[src/rtl/fetch_sequencer.sv]
// Instruction fetch sequencer: 4-stage execution counter, program counter,
// instruction register and two-flop handshake synchroniser feeding the decoder.
module fetch_sequencer #(
    parameter int unsigned PC_WIDTH = 8,
    parameter int unsigned PROG_LEN = 256
) (
    input  logic                Clock,
    input  logic                Reset,
    input  logic                Run,
    input  logic [11:0]         ProgData,
    input  logic                HandshakeIn,
    input  logic                PCHold,
    output logic [PC_WIDTH-1:0] ProgAddr,
    output logic [11:0]         Instruction,
    output logic [1:0]          Stage,
    output logic                Handshake,
    output logic                InstrDone
);

    typedef enum logic [1:0] {
        STAGE_FETCH  = 2'd0,
        STAGE_READ   = 2'd1,
        STAGE_EXEC   = 2'd2,
        STAGE_COMMIT = 2'd3
    } stage_t;

    localparam logic [PC_WIDTH-1:0] PC_LAST = PC_WIDTH'(PROG_LEN - 1);

    stage_t              stage_q, stage_d;
    logic [PC_WIDTH-1:0] pc_q, pc_d;
    logic [11:0]         ir_q, ir_d;
    logic                sync1_q, sync2_q;
    logic                instr_done;

    always_ff @(posedge Clock) begin
        if (Reset) begin
            stage_q <= STAGE_FETCH;
            pc_q    <= '0;
            ir_q    <= '0;
        end else begin
            stage_q <= stage_d;
            pc_q    <= pc_d;
            ir_q    <= ir_d;
        end
    end

    // Memory read data is valid during STAGE_READ, so the IR captures it on
    // the edge leaving that stage; PC only moves on the edge leaving COMMIT.
    always_comb begin
        stage_d    = stage_q;
        pc_d       = pc_q;
        ir_d       = ir_q;
        instr_done = 1'b0;
        if (Run) begin
            case (stage_q)
                STAGE_FETCH: stage_d = STAGE_READ;
                STAGE_READ: begin
                    stage_d = STAGE_EXEC;
                    ir_d    = ProgData;
                end
                STAGE_EXEC: stage_d = STAGE_COMMIT;
                STAGE_COMMIT: begin
                    stage_d = STAGE_FETCH;
                    if (!PCHold) begin
                        instr_done = 1'b1;
                        pc_d       = (pc_q == PC_LAST) ? '0 : pc_q + PC_WIDTH'(1);
                    end
                end
                default: stage_d = STAGE_FETCH;
            endcase
        end
    end

    // Synchroniser runs regardless of Run so waits on the handshake stay live.
    always_ff @(posedge Clock) begin
        if (Reset) begin
            sync1_q <= 1'b0;
            sync2_q <= 1'b0;
        end else begin
            sync1_q <= HandshakeIn;
            sync2_q <= sync1_q;
        end
    end

    assign ProgAddr    = pc_q;
    assign Instruction = ir_q;
    assign Stage       = stage_q;
    assign Handshake   = sync2_q;
    assign InstrDone   = instr_done;

endmodule
[config.mk]
export PLATFORM = sky130hd
export DESIGN_NAME = fetch_sequencer
export DESIGN_NICKNAME = d
export VERILOG_FILES = /design/src/rtl/fetch_sequencer.sv
export SDC_FILE = /design/constraint.sdc
export NUM_CORES = 1
export LEC_CHECK = 0
export CAP_MARGIN = 20
export CORE_MARGIN = 2
export CORE_UTILIZATION = 42
export DETAILED_ROUTE_END_ITERATION = 10
export GPL_TIMING_DRIVEN = 0
export PLACE_DENSITY = 0.78
export RECOVER_POWER = 25
export SLEW_MARGIN = 40
export SYNTH_ARGS = -nofsm -noshare
export SYNTH_HDL_FRONTEND = slang
export SYNTH_SLANG_ARGS = --single-unit
[constraint.sdc]
create_clock -name Clock -period 2.25 [get_ports Clock]
set_clock_uncertainty 0.15 [all_clocks]
set_input_delay 0.3375 -clock Clock [delete_from_list [all_inputs] [get_ports Clock]]
set_output_delay 0.3375 -clock Clock [all_outputs]
set_load 0.02 [all_outputs]
==> results.md <==
* CP Class: reg2out
* Hold WC Path Type: in2reg
* Async SR Flop Fraction at 0%
* WP data required at 1.76 ns
* Tightest Pin Transition at 0.6507 ns
* Final Slew Violations at 0
* PwrDens at 558.8 nW/um^2
* 1st-iter DRT viols at 12
* Die height at 53.06 um
* GRT Overall Usage at 18.99%
* Share of power burned in registers at 55.4%
* DR WL/cell at 13.07 um
* Gr ovfl total at 0
* Most frequent cells in the layout: clkdlybuf4s50_1, nand2_1, dfxtp_1, a21oi_1, nor2_1
* Maximum fanout along the worst path at 5
* Critical Path Start Type: flop
* VDD IR-drop max at 443.5 uV
* Area grow syn2layout at 45.79%
* WP data arrival at 1.63 ns
* Vias after detailed routing at 966
* Maxcap violations at 0
* Post-Syn Area per Cell at 8.641 um^2
* Clock power share at 27.7%
* # IOs at 41
* Sequential share of the synthesized area at 47.52%
* Layout Nets at 183
* Unrepaired setup endpoints after global routing: false
* Final WL at 2.457 mm
* Flops & latches, synth at 24
* Most common cell after layout, fill and taps aside: clkdlybuf4s50_1
* TritonCTS clock tree: built
* Internal Power at 0.0006140 W
* Area leader, netlist: dfxtp_1
* Hold buffers post-CTS at 0
* Drt pass-1 iters at 4
* Setup Total Neg Slack at 0 ns
* Leakage power at 0.5525 nW
* Warnings from Yosys at 0
* Fill count at 202
* Finished layout cell area at 1474 um^2
* Netlist cell types at 25
* Status: completed
* Cell row count at 17
* Initial antenna violation count at 0
* Crit path time final at 2.122 ns
* Detail Placement HPWL at 1.881 mm
* Total CTS buffers at 3
* CTS Root Cell: clkbuf_4
* Combinational share of power at 17.0%
* Final period util at 94.31%
* Setup Viol. Count Final at 0
* Final Hold Fails at 0
* Post-Place Cell Area at 1436 um^2
* Fin util at 65.37%
* Post-synth EDFFs at 0
* Synth top area cells: dfxtp_1, nand2_1, a21oi_1
* Net switching power at 0.0002096 W
* Syn Std Cell Area at 1011 um^2
* CTS H-tree depth at 1
* CTS max path bufs at 2
* Skew-Pair Late Insertion Delay at 0.32 ns
* # diodes at 0
* Sw Ratio at 25.45%
* Most used flip-flop cell after synthesis: dfxtp_1
* Routed vias/inst at 5.138
* Clock sinks at 24
* Die Wd at 53.06 um
* Post-synthesis cell count at 117
* Rel. slew slack at 56.05%
* Reg clk slew, reported paths at 0.13 ns
* Starting Density at 44.84%
* Layout cells sized above 1 at 5.625%
* Core box area at 2255 um^2
* Post-synth top area share at 47.52%
* DRC at 0
* Port Buf Inserts at 39
* Final antenna-violating net count at 0
* Max frequency at 471.3 MHz
* RD Place Congestion at 0.7111
* Vias in the first global route at 880
* CP Capture Type: output pin
* Largest net degree at the start of global routing at 14
* Global-route wire length before repair at 3.795 mm
* Mapped Nets at 139
* Setup repair bufs after CTS at 0
* Die ar. at 2815 um^2
## registers in the layout (all words and copies together), names as in the netlist
signal	count
Handshake	1
ProgAddr	8
Instruction	12
Stage	2
sync1_q	1
## path summary, 6_finish.rpt
path	start	end	slack [ns]	cells past startpoint
worst max-delay path	Stage[1]	InstrDone	0.13	4
worst min-delay path	Run	Stage[0]	0.08	2
worst min register to register	sync1_q	Handshake	0.31	1
worst max register to register	Stage[1]	ProgAddr[0]	0.36	4
## metal layers
layer	routed length [um]	global-route usage (%)
met5	0	0
met4	76	11.54
met3	88	3.672
met2	1321	33.33
met1	971	20.87
## cells by family (layout without fill, tap and decap cells)
kind of cell	after synthesis	count (layout)	synth area share, %
AND/OR/NAND/NOR	50	50	24.75
AO/OA/AOI/OAI	24	24	13.37
flip-flops	24	24	47.52
buffers and inverters	10	53	4.455
adder cells (fa/ha/maj)	5	5	6.188
XOR/XNOR	2	2	1.733
multiplexers	2	2	1.980
## Yosys cell counts, drive strengths merged, types with 2 or more instances
cell,instances
nand2,28
dfxtp,24
a21oi,17
nor2,7
ha,5
inv,5
clkbuf,4
nand3,4
mux2i,2
nand4b,2
nor2b,2
o21ai,2
o31ai,2
or3,2
or4,2
xor2,2
## worst max-delay path, stage by stage, from the launching register on
cell and delay, ns:
dfxtp_1 0.43, ha_2 0.26, nand3b_1 0.20, inv_1 0.09, dlygate4sd2_1 0.33
## stage by stage
step           instances  total power (W)  setup WS (ns)  hold WS, ns
4_1_cts              188        0.0008265         0.1022      0.08097
3_5_place_dp         184        0.0006057       0.004362       0.2885
2_1_floorplan        117        0.0005315         0.5030       0.2638
3_3_place_gp         184        0.0005994        0.03887       0.2759
6_report             188        0.0008236         0.1280      0.08301
5_1_grt              188        0.0008606        0.01919      0.08319
## area by class of cell
type	count	area (um^2)	area share, %
buffer	5	26.28	1.783
clock buffer	4	36.28	2.462
inverter	5	18.77	1.273
multi-input combinational	83	488.0	33.11
sequential	24	480.5	32.60
tap	28	35.03	2.377
timing repair buffer	39	389.1	26.40
## repair_timing
item | CTS | global route
pin swaps | 0 | 1
endpoints found under the setup margin | 1 | 1
resized for setup | 1 | 1
## power by group through the flow
| stage | registers [W] | clock network [W] | logic (W) |
|---|---|---|---|
| 2_1_floorplan | 0.000484 | 0 | 0.0000476 |
| 3_3_place_gp | 0.000463 | 0 | 0.000136 |
| 3_5_place_dp | 0.000465 | 0 | 0.000141 |
| 4_1_cts | 0.000455 | 0.000230 | 0.000141 |
| 5_1_grt | 0.000458 | 0.000250 | 0.000153 |
| 6_report | 0.000456 | 0.000228 | 0.000140 |
(Power assumes the default switching activity.)
==> variant 1: new RTL, config.mk and constraints unchanged <==
The parameter `PC_WIDTH` goes from 8 to 12.
--- a/src/rtl/fetch_sequencer.sv
+++ b/src/rtl/fetch_sequencer.sv
@@ -1,7 +1,7 @@
 // Instruction fetch sequencer: 4-stage execution counter, program counter,
 // instruction register and two-flop handshake synchroniser feeding the decoder.
 module fetch_sequencer #(
-    parameter int unsigned PC_WIDTH = 8,
+    parameter int unsigned PC_WIDTH = 12,
     parameter int unsigned PROG_LEN = 256
 ) (
     input  logic                Clock,
Interface: changed (resized ProgAddr); port bits go from 41 to 45. The function was not compared with the original's and may differ.
==> variant 1 against the unedited design <==
- setup slack gained 0.0014 ns
- area after synthesis grew 16%
- via count grew 9.0%
- final area grew 15%
- total power grew 19%
- wire length grew 6.4%
- sequential cell count grew 4
- count of clock-buffer cells in the layout shrank 1
- sequential share of layout area grew 0.34 points
- synthesized cell count grew 16%
- core utilization shrank 2.6 points
- first-iteration DRC count grew 100%
==> variant 1: results (changes against the unedited design) <==
Hold Crit Class reg2reg; routed length on met1 1090 um (+13%); met2 wire length 1260 um (-4.7%); Tmin final 2.12 ns (-0.00142 ns); Min-Delay Path Depth 1 (-1); Worst Hold Endpoint Handshake$_SDFF_PP0_; Met3 Wirelength 219 um (+150%); input/output buffers 44 (+13%); layout cell share with drive strength beyond 1 6.52% (+0.90 points); final wirelength 2620 um (+6.4%); static leakage 0.612 nW (+11%); clk_lat worst skew 0.34 ns (+0.02 ns); worst reg2reg path depth 6 (+2); Antenna diodes 0 (unchanged); root buffer cell clkbuf_4; GP Congestion 0.695 (-2.2%); Crit path arrival time 1.63 ns (about the same); routed via count 1053 (+9.0%); final hold slack 0.311 ns (+0.228 ns); Clk pwr share 34.2% (+6.5 points); comb pwr 0.122 mW (-13%); top sig layer met4; fillcell total 246 (+22%); clock buffer count from CTS 3 (unchanged); DR iter-0 viols 24 (+12); dpl cells 211 (+15%); GRT Util Overall 18.1% (-0.87 points); Synth area leaders dfxtp_1 (48%), nand2_1 (9.9%), xnor2_1 (6.7%); Cells after Synth 136 (+16%); critical-path maximum fanout 10 (+5); worst-margin pin slew 0.464 ns (-0.187 ns); Worst Min Path Start sync1_q$_SDFF_PP0_; Syn Nets 158 (+14%); flop-to-flop setup slack 0.37 ns; first-pass GRT wire length 4640 um (+22%); Worst Setup SP Stage[1]$_SDFFE_PP0P_; dpl ws -0.153 ns (-0.157 ns); Worst R2R Start ProgAddr[0]$_SDFFE_PP0P_; Top Family by Delay on Critical Path buffers and inverters; synth cell count leaders nand2_1 (31), dfxtp_1 (28), nor2_1 (16), a21oi_1 (13), xnor2_1 (9); Ys Warns 0 (unchanged); Worst path max stage delay 0.44 ns; Placed Area 1660 um2 (+15%); WL/cell 12.2 um (-6.9%); sw power 0.222 mW (+6.0%); vias in the first global route 1067 (+21%); Distinct cells, synth 24 (-4.0%); FF-to-FF End ProgAddr[7]$_SDFFE_PP0P_; total power draw 0.977 mW (+19%); Layout area overhead 44.5%; Peak supply drop 0.375 mV (-15%); largest net degree at the start of global routing 17 (+3); Clock transition at path regs 0.15 ns (+0.02 ns); ys flop type dfxtp_1; CTS max path bufs 2 (unchanged); sequential area share after synthesis 47.6% (+0.084 points); outcome complete, no violations; hpwl dp 1970 um (+5.0%); TritonRoute pass-1 iters 4 (unchanged)
-- variant 1: routing by layer --
| metal | vias up | GRT usage, % |
|---|---|---|
| met3 | 5 | 5.22 |
| li1 | 536 | - |
| met4 | 0 | 6.98 |
| met5 | - | 0 |
| met2 | 37 | 33.0 |
| met1 | 475 | 19.7 |
-- variant 1: cell families (layout without fill, tap and decap cells) --
| family | after synthesis | count (layout) | share of synthesized area (%) |
|---|---|---|---|
| compound gates | 15 | 15 | 6.80 |
| xor+xnor | 10 | 10 | 7.44 |
| fa+ha+maj | 5 | 5 | 5.31 |
| buf+inv | 11 | 59 | 4.25 |
| flops | 28 | 28 | 47.6 |
| mux | 2 | 2 | 1.70 |
| simple gates | 65 | 65 | 26.9 |
-- variant 1: area by class of cell --
type | instances | area share, %
plain buffers | 6 | 1.84
clock buffers | 3 | 1.32
clock inverters | 1 | 1.76
inverters | 5 | 1.10
multi-input cells | 97 | 32.9
flip-flops and latches | 28 | 32.9
well taps | 31 | 2.28
repair buffers | 44 | 25.8
==> variant 2: new RTL, same flow settings <==
Made on the original files. Add an input register stage for `Run`, `ProgData`, `HandshakeIn` and `PCHold`, without a reset; this delays them by one clock.
--- a/src/rtl/fetch_sequencer.sv
+++ b/src/rtl/fetch_sequencer.sv
@@ -26,6 +26,18 @@
 
     localparam logic [PC_WIDTH-1:0] PC_LAST = PC_WIDTH'(PROG_LEN - 1);
 
+    logic Run_q;
+    logic [11:0] ProgData_q;
+    logic HandshakeIn_q;
+    logic PCHold_q;
+
+    always_ff @(posedge Clock) begin
+        Run_q         <= Run;
+        ProgData_q    <= ProgData;
+        HandshakeIn_q <= HandshakeIn;
+        PCHold_q      <= PCHold;
+    end
+
     stage_t              stage_q, stage_d;
     logic [PC_WIDTH-1:0] pc_q, pc_d;
     logic [11:0]         ir_q, ir_d;
@@ -51,17 +63,17 @@
         pc_d       = pc_q;
         ir_d       = ir_q;
         instr_done = 1'b0;
-        if (Run) begin
+        if (Run_q) begin
             case (stage_q)
                 STAGE_FETCH: stage_d = STAGE_READ;
                 STAGE_READ: begin
                     stage_d = STAGE_EXEC;
-                    ir_d    = ProgData;
+                    ir_d    = ProgData_q;
                 end
                 STAGE_EXEC: stage_d = STAGE_COMMIT;
                 STAGE_COMMIT: begin
                     stage_d = STAGE_FETCH;
-                    if (!PCHold) begin
+                    if (!PCHold_q) begin
                         instr_done = 1'b1;
                         pc_d       = (pc_q == PC_LAST) ? '0 : pc_q + PC_WIDTH'(1);
                     end
@@ -77,7 +89,7 @@
             sync1_q <= 1'b0;
             sync2_q <= 1'b0;
         end else begin
-            sync1_q <= HandshakeIn;
+            sync1_q <= HandshakeIn_q;
             sync2_q <= sync1_q;
         end
     end
Behaviour: not the same (a bounded check fails within 4 cycles, from zero or initial values and one cycle with Reset high).
==> variant 2 against the unedited design <==
- final area grew 24%
- first-iteration DRC count grew 83%
- wire length grew 7.0%
- total power grew 47%
- clock power grew 46%
- area after synthesis grew 31%
- setup slack gained 0.057 ns
- sequential cell count grew 15
- critical path type unchanged
- largest cell class is now flip-flops and latches
==> variant 2: results (changes against the unedited design) <==
static leakage 0.702 nW (+27%); Hold Crit Class reg2reg; layout cell share with drive strength beyond 1 7.18% (+1.6 points); Synth Area in XOR/XNOR 0.660% (-1.1 points); worst-margin pin slew 0.486 ns (-0.165 ns); flop-to-flop setup slack 0.53 ns (+0.17 ns); first-pass GRT wire length 4100 um (+8.0%); outcome complete, no violations; dpl cells 217 (+18%); Worst R2R Start Stage[0]$_SDFFE_PP0P_; critical-path maximum fanout 10 (+5); sequential area share after synthesis 58.8% (+11 points); Clock transition at path regs 0.11 ns (-0.02 ns); hpwl dp 1940 um (+3.4%); vias in the first global route 987 (+12%); Syn Nets 155 (+12%); Distinct cells, synth 25 (unchanged); compound-gate portion of the synthesized area 11.3% (-2.1 points); non-filler cells in the finished layout 225 (+20%); synthesized area per cell 9.98 um2 (+16%); final wirelength 2630 um (+7.0%); largest net degree at the start of global routing 12 (-2); Peak supply drop 0.409 mV (-7.7%); DR iter-0 viols 22 (+10); clk_lat worst skew 0.34 ns (+0.02 ns); FF-to-FF End ProgAddr[7]$_SDFFE_PP0P_; # nets final 202 (+10%); routed via count 1089 (+13%); Synth area leaders dfxtp_1 (59%), nand2_1 (7.9%), a21oi_1 (6.4%); Tmin final 2.06 ns (-0.0573 ns); dpl ws 0.243 ns (+0.239 ns); clock buffer count from CTS 5 (+2); htree depth 2 (+1); synth cell count leaders dfxtp_1 (39), nand2_1 (28), a21oi_1 (17), ha_1 (5), inv_1 (5); worst reg2reg path depth 4 (unchanged); Post-Synth Adder-Cell Area 4.71% (-1.5 points); share of synthesized area spent on multiplexers 1.51% (-0.47 points); Crit path arrival time 1.58 ns (-0.05 ns); GP Congestion 0.873 (+23%); GRT Util Overall 15.4% (-3.6 points); input/output buffers 40 (+2.6%)
## variant 2: cell count changes in the layout (fill, tap and decap cells not counted), moves of 2 or more
cell	change
dfxtp_1	+15
dlygate4sd3_1	+14
clkdlybuf4s50_1	-13
nor2_1	-3
a31oi_1	+2
clkbuf_1	+2
clkbuf_4	+2
nand3_1	-2
nand4_1	+2
nor3_1	+2
o211ai_1	+2
## variant 2: final cells by class
class / instances / area [um2]
inverter: 5 / 18.8
clock buffer: 7 / 45.0
sequential: 39 / 781
buffer: 5 / 26.3
timing repair buffer: 40 / 399
fill: 279 / 1190
tap: 44 / 55.1
clock inverter: 1 / 5.00
multi-input combinational: 84 / 504
## variant 2: power by group
part | switching [mW] | internal, mW | total (mW)
Combinational | 0.0668 | 0.0699 | 0.137
Clock | 0.211 | 0.122 | 0.333
Sequential | 0.0202 | 0.723 | 0.743
Total | 0.298 | 0.914 | 1.21
## variant 2: cell families (layout without fill, tap and decap cells)
logic type,Yosys count,in the layout
DFF,39,39
AOI/OAI and AO/OA,27,27
and+or+nand+nor,49,49
buffers and inverters,10,58
xor gates and xnor gates,1,1
muxes,2,2
adders and majority gates,5,5
## variant 2: per-layer routing
layer / vias up / wire (um) / global-route usage (%)
met5: - / 0 / 0
met4: 0 / 33 / 6.67
met3: 3 / 238 / 6.93
met2: 48 / 1250 / 26.2
met1: 494 / 1110 / 16.3
li1: 544 / - / -
## variant 2: what timing repair did
action / in CTS / in global routing
endpoints found under the setup margin: 1 / 0
resized for setup: 2 / 0
buffers inserted: 0 / 0
## variant 2: worst reg2reg max path: stages (launching register included)
cell	delay [ns]
dfxtp_1	0.43
ha_2	0.26
nand4b_4	0.14
or4_1	0.52
a21oi_1	0.15
## variant 2: per-stage QoR
step,instance area (um2),total power [mW]
after floorplan,1330,0.824
after global placement,1780,0.896
after global routing,1830,1.27
after CTS,1830,1.23
final,1830,1.21
after detailed placement,1780,0.902
## variant 2: worst min path at each step
stage	endpoint	slack, ns	from	cells after the start
global route	Instruction[0]$_SDFFE_PP0P_	0.31	ProgData_q[0]$_DFF_P_	2
finish	Instruction[11]$_SDFFE_PP0P_	0.29	ProgData_q[11]$_DFF_P_	2
global placement	Instruction[3]$_SDFFE_PP0P_	0.27	ProgData_q[3]$_DFF_P_	2
CTS	PCHold_q$_DFF_P_	0.26	PCHold	1
detailed placement	Instruction[7]$_SDFFE_PP0P_	0.28	ProgData_q[7]$_DFF_P_	2
floorplan	HandshakeIn_q$_DFF_P_	0.22	HandshakeIn	0
